File: src/rtl/grid_gp_inpad_top_sync.sv
`default_nettype none
// ============================================================================
// Module   : grid_gp_inpad_top_sync
// Brief    : GP pad-ring input tile. It synchronises the pads, optionally debounces
//            them (GP_INPAD_DEBOUNCE_EN), strobes edges and accumulates edge events.
// Revision : 1.0 - initial release
// ============================================================================
module grid_gp_inpad_top_sync #(
  parameter int NUM_PADS        = 8,
  parameter int SYNC_STAGES     = 2,
  parameter int DEBOUNCE_CYCLES = 4,
  parameter int CNT_W           = 8
) (
  input  logic                clk,
  input  logic                reset_n,
  input  logic [NUM_PADS-1:0] gfpga_pad_GPIN_PAD,
  input  logic                enable,
  output logic [NUM_PADS-1:0] pin_inpad,
  output logic [NUM_PADS-1:0] rise_pulse,
  output logic [NUM_PADS-1:0] fall_pulse,
  output logic                evt_valid,
  output logic [NUM_PADS-1:0] evt_mask,
  input  logic                evt_ack,
  output logic                evt_overflow
);

  logic [NUM_PADS-1:0] sync_q [SYNC_STAGES];
  logic [NUM_PADS-1:0] w_sync;
  logic [NUM_PADS-1:0] pin_q;
  logic [NUM_PADS-1:0] pin_d;
  logic [NUM_PADS-1:0] rise_q;
  logic [NUM_PADS-1:0] fall_q;
  logic [NUM_PADS-1:0] mask_q;
  logic [NUM_PADS-1:0] mask_d;
  logic                valid_q;
  logic                ovf_q;
  logic                ovf_d;
  logic [NUM_PADS-1:0] w_edge;
  logic                w_ack_acc;

  always_ff @(posedge clk or negedge reset_n) begin
    if (!reset_n) begin
      for (int k = 0; k < SYNC_STAGES; k++) begin
        sync_q[k] <= '0;
      end
    end else begin
      sync_q[0] <= gfpga_pad_GPIN_PAD;
      for (int k = 1; k < SYNC_STAGES; k++) begin
        sync_q[k] <= sync_q[k-1];
      end
    end
  end

  assign w_sync = sync_q[SYNC_STAGES-1];

`ifdef GP_INPAD_DEBOUNCE_EN
  localparam logic [CNT_W-1:0] C_CNT_LAST = CNT_W'(DEBOUNCE_CYCLES - 1);

  logic [CNT_W-1:0] cnt_q [NUM_PADS];
  logic [CNT_W-1:0] cnt_d [NUM_PADS];

  // The level commits on the DEBOUNCE_CYCLES-th consecutive differing sample,
  // so the counter tops out at DEBOUNCE_CYCLES-1 and never wraps.
  always_comb begin
    pin_d = pin_q;
    for (int i = 0; i < NUM_PADS; i++) begin
      cnt_d[i] = '0;
      if (enable && (w_sync[i] != pin_q[i])) begin
        if (cnt_q[i] == C_CNT_LAST) begin
          pin_d[i] = w_sync[i];
        end else begin
          cnt_d[i] = cnt_q[i] + 1'b1;
        end
      end
    end
  end

  always_ff @(posedge clk or negedge reset_n) begin
    if (!reset_n) begin
      for (int i = 0; i < NUM_PADS; i++) begin
        cnt_q[i] <= '0;
      end
    end else begin
      for (int i = 0; i < NUM_PADS; i++) begin
        cnt_q[i] <= cnt_d[i];
      end
    end
  end
`else
  logic [31:0] unused_cfg;

  assign unused_cfg = CNT_W + DEBOUNCE_CYCLES;
  assign pin_d      = enable ? w_sync : pin_q;
`endif

  // Edges seen in an ack cycle start the new event word instead of being dropped.
  assign w_edge    = rise_q | fall_q;
  assign w_ack_acc = evt_ack & valid_q;
  assign mask_d    = w_ack_acc ? w_edge : (mask_q | w_edge);
  assign ovf_d     = ~w_ack_acc & (ovf_q | (|(w_edge & mask_q)));

  always_ff @(posedge clk or negedge reset_n) begin
    if (!reset_n) begin
      pin_q   <= '0;
      rise_q  <= '0;
      fall_q  <= '0;
      mask_q  <= '0;
      valid_q <= 1'b0;
      ovf_q   <= 1'b0;
    end else begin
      pin_q   <= pin_d;
      rise_q  <= pin_d & ~pin_q;
      fall_q  <= ~pin_d & pin_q;
      mask_q  <= mask_d;
      valid_q <= |mask_d;
      ovf_q   <= ovf_d;
    end
  end

  assign pin_inpad    = pin_q;
  assign rise_pulse   = rise_q;
  assign fall_pulse   = fall_q;
  assign evt_mask     = mask_q;
  assign evt_valid    = valid_q;
  assign evt_overflow = ovf_q;

endmodule
`default_nettype wire

File: config.mk
export PLATFORM = sky130hd
export DESIGN_NAME = grid_gp_inpad_top_sync
export DESIGN_NICKNAME = d
export VERILOG_FILES = /design/src/rtl/grid_gp_inpad_top_sync.sv
export SDC_FILE = /design/constraint.sdc
export NUM_CORES = 1
export LEC_CHECK = 0
export ABC_CLOCK_PERIOD_IN_PS = 3200
export CAP_MARGIN = 10
export CORE_MARGIN = 3
export CORE_UTILIZATION = 50
export CTS_BUF_LIST = sky130_fd_sc_hd__clkbuf_4 sky130_fd_sc_hd__clkbuf_8 sky130_fd_sc_hd__clkbuf_16
export DETAILED_ROUTE_END_ITERATION = 8
export GPL_ROUTABILITY_DRIVEN = 0
export PLACE_DENSITY = 0.82
export SYNTH_ARGS = -nofsm -noshare
export SYNTH_HDL_FRONTEND = slang
export SYNTH_SLANG_ARGS = --single-unit
File: constraint.sdc
create_clock -name clk -period 3.2 [get_ports clk]
set_input_delay 0.64 -clock clk [delete_from_list [all_inputs] [get_ports clk]]
set_output_delay 0.64 -clock clk [all_outputs]
set_load 0.1 [all_outputs]
=== Yosys cells after proc, flatten, opt, wreduce, memory -nomap -nowiden ===
Cells that the tools add are included.

* Input bits: 12
* Logic and storage cells: 23
* Output and inout bits: 34
* Bits in writable memories: 0
* Latch bits: 0
* Memories: 0
* Bits in read-only memories: 0
* Bits in registers: 50

* Divide/modulo/power cells: 0
* Order comparisons: 0
* Shift operators: 0
* Reduce and logical (&&, ||, !) cells: 2
* Eq/ne operators: 0
* Add/sub/neg operators: 0
* Multiply operators: 0
* Bitwise logic cells: 11
* Mux-type cells: 2

{| class="wikitable"
|+ Operators with widths
! cell !! count
|-
| 8-bit bitwise AND || 3
|-
| 8-bit 2-to-1 mux || 2
|-
| 8-bit NOT || 2
|-
| 8-bit bitwise OR || 2
|-
| 8-bit OR reduction || 2
|-
| 1-bit bitwise AND || 2
|-
| 1-bit NOT || 1
|-
| 1-bit bitwise OR || 1
|}

=== Longest topological paths before layout ===
* Depth after elaboration: 5
* Gate-level depth with buffers: 4
* Depth with buffers taken out: 3

=== Worst setup path before layout ===
OpenSTA, ideal clock, no wires.

* Path type: flip-flop to flip-flop
* Start: register valid_q (netlist: evt_valid)
* End: register valid_q (netlist: evt_valid)
* Setup slack: 1.338 ns
* Library setup time: 0.148 ns
* Clock period less this slack: 1.862 ns
* Cell stages (with the launch flop): 4
* Path buffers: 0
* Arrival time: 1.714 ns
* Required time: 3.052 ns
* Path through: dfrtp_1 -> nand2_2 -> a2111oi_0 -> nand4_1

* Cells in the longest elaborated chain, start to end: 3

{| class="wikitable"
|+ Ends and longest elaborated chain
! item !! RTL line !! text
|-
| start: declaration || 35 || <nowiki>logic valid_q;</nowiki>
|-
| start signal: assignment || 115 || <nowiki>valid_q <= |mask_d;</nowiki>
|-
| 1-bit bitwise AND || 98 || <nowiki>assign w_ack_acc = evt_ack & valid_q;</nowiki>
|-
| 8-bit 2-to-1 mux || 99 || <nowiki>assign mask_d = w_ack_acc ? w_edge : (mask_q | w_edge);</nowiki>
|-
| 8-bit OR reduction || 115 ||
|}

Every way passes these cells.

=== Worst setup path in the final report ===
* Start: input port evt_ack
* End: register valid_q (netlist: evt_valid)

* Cells in the longest elaborated chain, start to end: 3

{| class="wikitable"
|+ Ends and longest elaborated chain
! item !! RTL line !! text
|-
| start: declaration || 23 || <nowiki>input logic evt_ack,</nowiki>
|-
| 1-bit bitwise AND || 98 ||
|-
| 8-bit 2-to-1 mux || 99 ||
|-
| 8-bit OR reduction || 115 ||
|}

Every way passes these cells.

==> flow_summary.toml <==
[timing]
fmax_mhz = 498.2
slew_headroom_pct = 31.90
timing_worst_slew_pin_value_ns = 1.021
smallest_setup_slack_after_layout_ns = 1.193
grt_setup_unrepaired = "no"
fin_crit_period_ns = 2.007
setup_viol = 0
hold_viol = 0
finalSetupTns_ns = 0
post-route-period-util_pct = 62.72
final.setup_skew_ns = 0.008654
final-max-slew-violation-count = 0

[synthesis]
synthesis.area_per_instance_sq_um = 14.45
yosys.cell_types.count = 18
portion_of_the_post_synthesis_area_used_by_sequential_elements_pct = 73.37
synth_area_in_compound_gates_pct = 8.731
synth_fa_ha_area_share_pct = 0
synth-simple-area-share_pct = 12.03
synth_top_family_by_area = "simple AND/OR/NAND/NOR gates"
ys_seq_elements = 50
synthesis.instances = 118
postSynthNetCount = 130
synth_xor_area_share_pct = 0
ys.warnings.count = 0
synth_mux_area_share_pct = 5.282
netlist_area_sq_um = 1705

[clock_network]
cts_htree_levels = 2
cts_made_buffers = 5
postCtsResizedCells = 0
tritoncts = "yes"
post-cts-setup-buffer-count = 0
cts.clk_slew.worst_paths_ns = 0.12
ctsRootBufferMaster = "sky130_fd_sc_hd__clkbuf_4"
clock-sinks = 50
worst_skew_pair.late_latency_ns = 0.34
cts_hold_buf = 0
clock_path_buffers = 2

[grt]
grt_pass1_vias = 1096
antenna_found_initial = 0
grt_pass1_wl_mm = 5.016
largest_net_degree_at_the_start_of_global_routing = 51
grt_remaining_overflow = 0
grtUsageTotal_pct = 15.81

[die]
pin_count = 46
floorplan.initialDensity_pct = 54.09
floorplan.rows = 20
dieWidth_um = 64.40
fp.dieArea_sq_um = 4147
core-area_sq_um = 3153
die_y_um = 64.40

[drt]
route.detailed.vias_per_inst = 4.991
drt_pass1_iterations = 4
remaining_design_rule_violation_count = 0
drt-initial-drc-count = 48
routed_wirelength_mm = 2.849
detail_route.wl_per_cell_um = 13.44
routed-via-count = 1058
final_antenna_net_count = 0

[worst_setup_path]
worst-endpoint-required_ns = 3.39
worst-path-buf-inv = 1
crit_fanout = 9
cp_startpoint_kind = "input pin"
max_stage_delay_ns = 0.67
cp_cell_sequence = "clkdlybuf4s50_1 > nand2_2 > a2111oi_0 > nand4_1"
reg2regPathDepth = 3
critical_path_end_type = "register"
cp_slowest_cell = "sky130_fd_sc_hd__a2111oi_0"
criticalPathCategory = "input pin to register"
critical_path_depth = 4
worst-endpoint-arrival_ns = 2.20
critical-path-top-delay-family = "compound AO/OA/AOI/OAI gates"

[status]
outcome = "completed"

[power]
powerDensity_nw_per_um2 = 693.1
power_leakage_nw = 1.043
maximum_vdd_drop_v = 0.0003311

[final_layout]
layout.filler_cells = 238
finalNetCount = 180
areaGrowthSynthToFinish_pct = 26.85
n_antenna_cell = 0
post_route_cells_drive_above_1_share_pct = 26.19
fin_cells = 212

[worst_hold_path]
min_path_type = "register to register"
min_path_cells = 0

[place]
dp_hpwl_mm = 2.150
post-place-cells = 205
placement.io_buffers = 45
pre_cts_slack_ns = 0.8329

[flow_run]
cap_violations = 0
==> worst reg2reg max path, delay by kind of cell (launching register included) <==
| kind | cells | cell delay (ns) |
|---|---|---|
| AO/OA/AOI/OAI | 1 | 0.63 |
| flip-flops | 1 | 0.39 |
| AND/OR/NAND/NOR | 2 | 0.45 |
==> synthesized netlist by cell type <==
cell	count	share of area, %
sky130_fd_sc_hd__a2111oi_0	4	2.1
sky130_fd_sc_hd__a21boi_0	4	1.8
sky130_fd_sc_hd__a21o_1	5	2.2
sky130_fd_sc_hd__a221o_1	1	0.59
sky130_fd_sc_hd__and3b_1	1	0.51
sky130_fd_sc_hd__buf_2	2	0.59
sky130_fd_sc_hd__dfrtp_1	50	73
sky130_fd_sc_hd__mux2_1	8	5.3
sky130_fd_sc_hd__nand2_1	7	1.5
sky130_fd_sc_hd__nand2_2	1	0.37
sky130_fd_sc_hd__nand4_1	2	0.73
sky130_fd_sc_hd__nor2_1	7	1.5
sky130_fd_sc_hd__nor2b_1	8	2.9
sky130_fd_sc_hd__o21a_1	1	0.44
sky130_fd_sc_hd__o21ai_0	4	1.2
sky130_fd_sc_hd__o31a_1	1	0.51
sky130_fd_sc_hd__or2_1	11	4.0
sky130_fd_sc_hd__or2_2	1	0.37
==> registers in the layout (all words and copies together) (netlist names) <==
register      flops
pin_inpad         8
evt_overflow      1
sync_q            8
fall_pulse        8
evt_valid         1
evt_mask          8
w_sync            8
rise_pulse        8
==> through the flow <==
stage	hold WS, ns	instance area [sq um]	util, %	power [mW]
finish	0.3590	2163	68.61	1.499
global route	0.3690	2163	68.61	1.567
CTS	0.3629	2163	68.61	1.515
detailed placement	0.3347	2111	66.94	1.249
global placement	0.3320	2111	66.94	1.240
floorplan	0.3312	1705	-	1.121
==> report_power, final <==
part / internal, mW / switching (mW)
clock: 0.100 / 0.167
combinational: 0.109 / 0.399
sequential: 0.685 / 0.0395
==> placed cells by master (no fill, tap or decap), drive strengths merged, types with 4 or more instances in the layout <==
master,instances
dfrtp,50
buf,35
or2,12
clkdlybuf4s50,10
mux2,8
nor2b,8
nand2,8
nor2,7
clkbuf,7
a21o,5
a21boi,4
o21ai,4
a2111oi,4
==> worst paths after layout <==
check                         startpoint           end  slack (ns)
hold reg to reg                sync_q[8]     w_sync[0]        0.36
hold / removal                 sync_q[8]     w_sync[0]        0.36
setup reg to reg           fall_pulse[2]     evt_valid        1.59
max in group asynchronous        reset_n  pin_inpad[1]        2.11
min in group asynchronous        reset_n   evt_mask[7]        0.46
setup / recovery                 evt_ack     evt_valid        1.19
==> area by class of cell <==
class | instances | area, sq um | area share [%]
Clock buffer | 7 | 52.55 | 2.429
Multi-Input combinational cell | 66 | 444.2 | 20.53
Sequential cell | 50 | 1251 | 57.84
Tap cell | 44 | 55.05 | 2.545
Timing Repair Buffer | 45 | 360.3 | 16.66
==> cell families after synthesis <==
kind of cell    count (synthesis)
compound gates                 20
simple gates                   38
flops                          50
mux                             8
buf+inv                         2
==> layer usage <==
layer	wire (um)	GRT usage (%)	vias up
li1	-	-	504
met1	1216	19.40	511
met2	1405	26.29	36
met3	165	4.042	7
met4	61	7.124	0
met5	0	0	-
No activity file was read; power rests on OpenSTA's default activity.
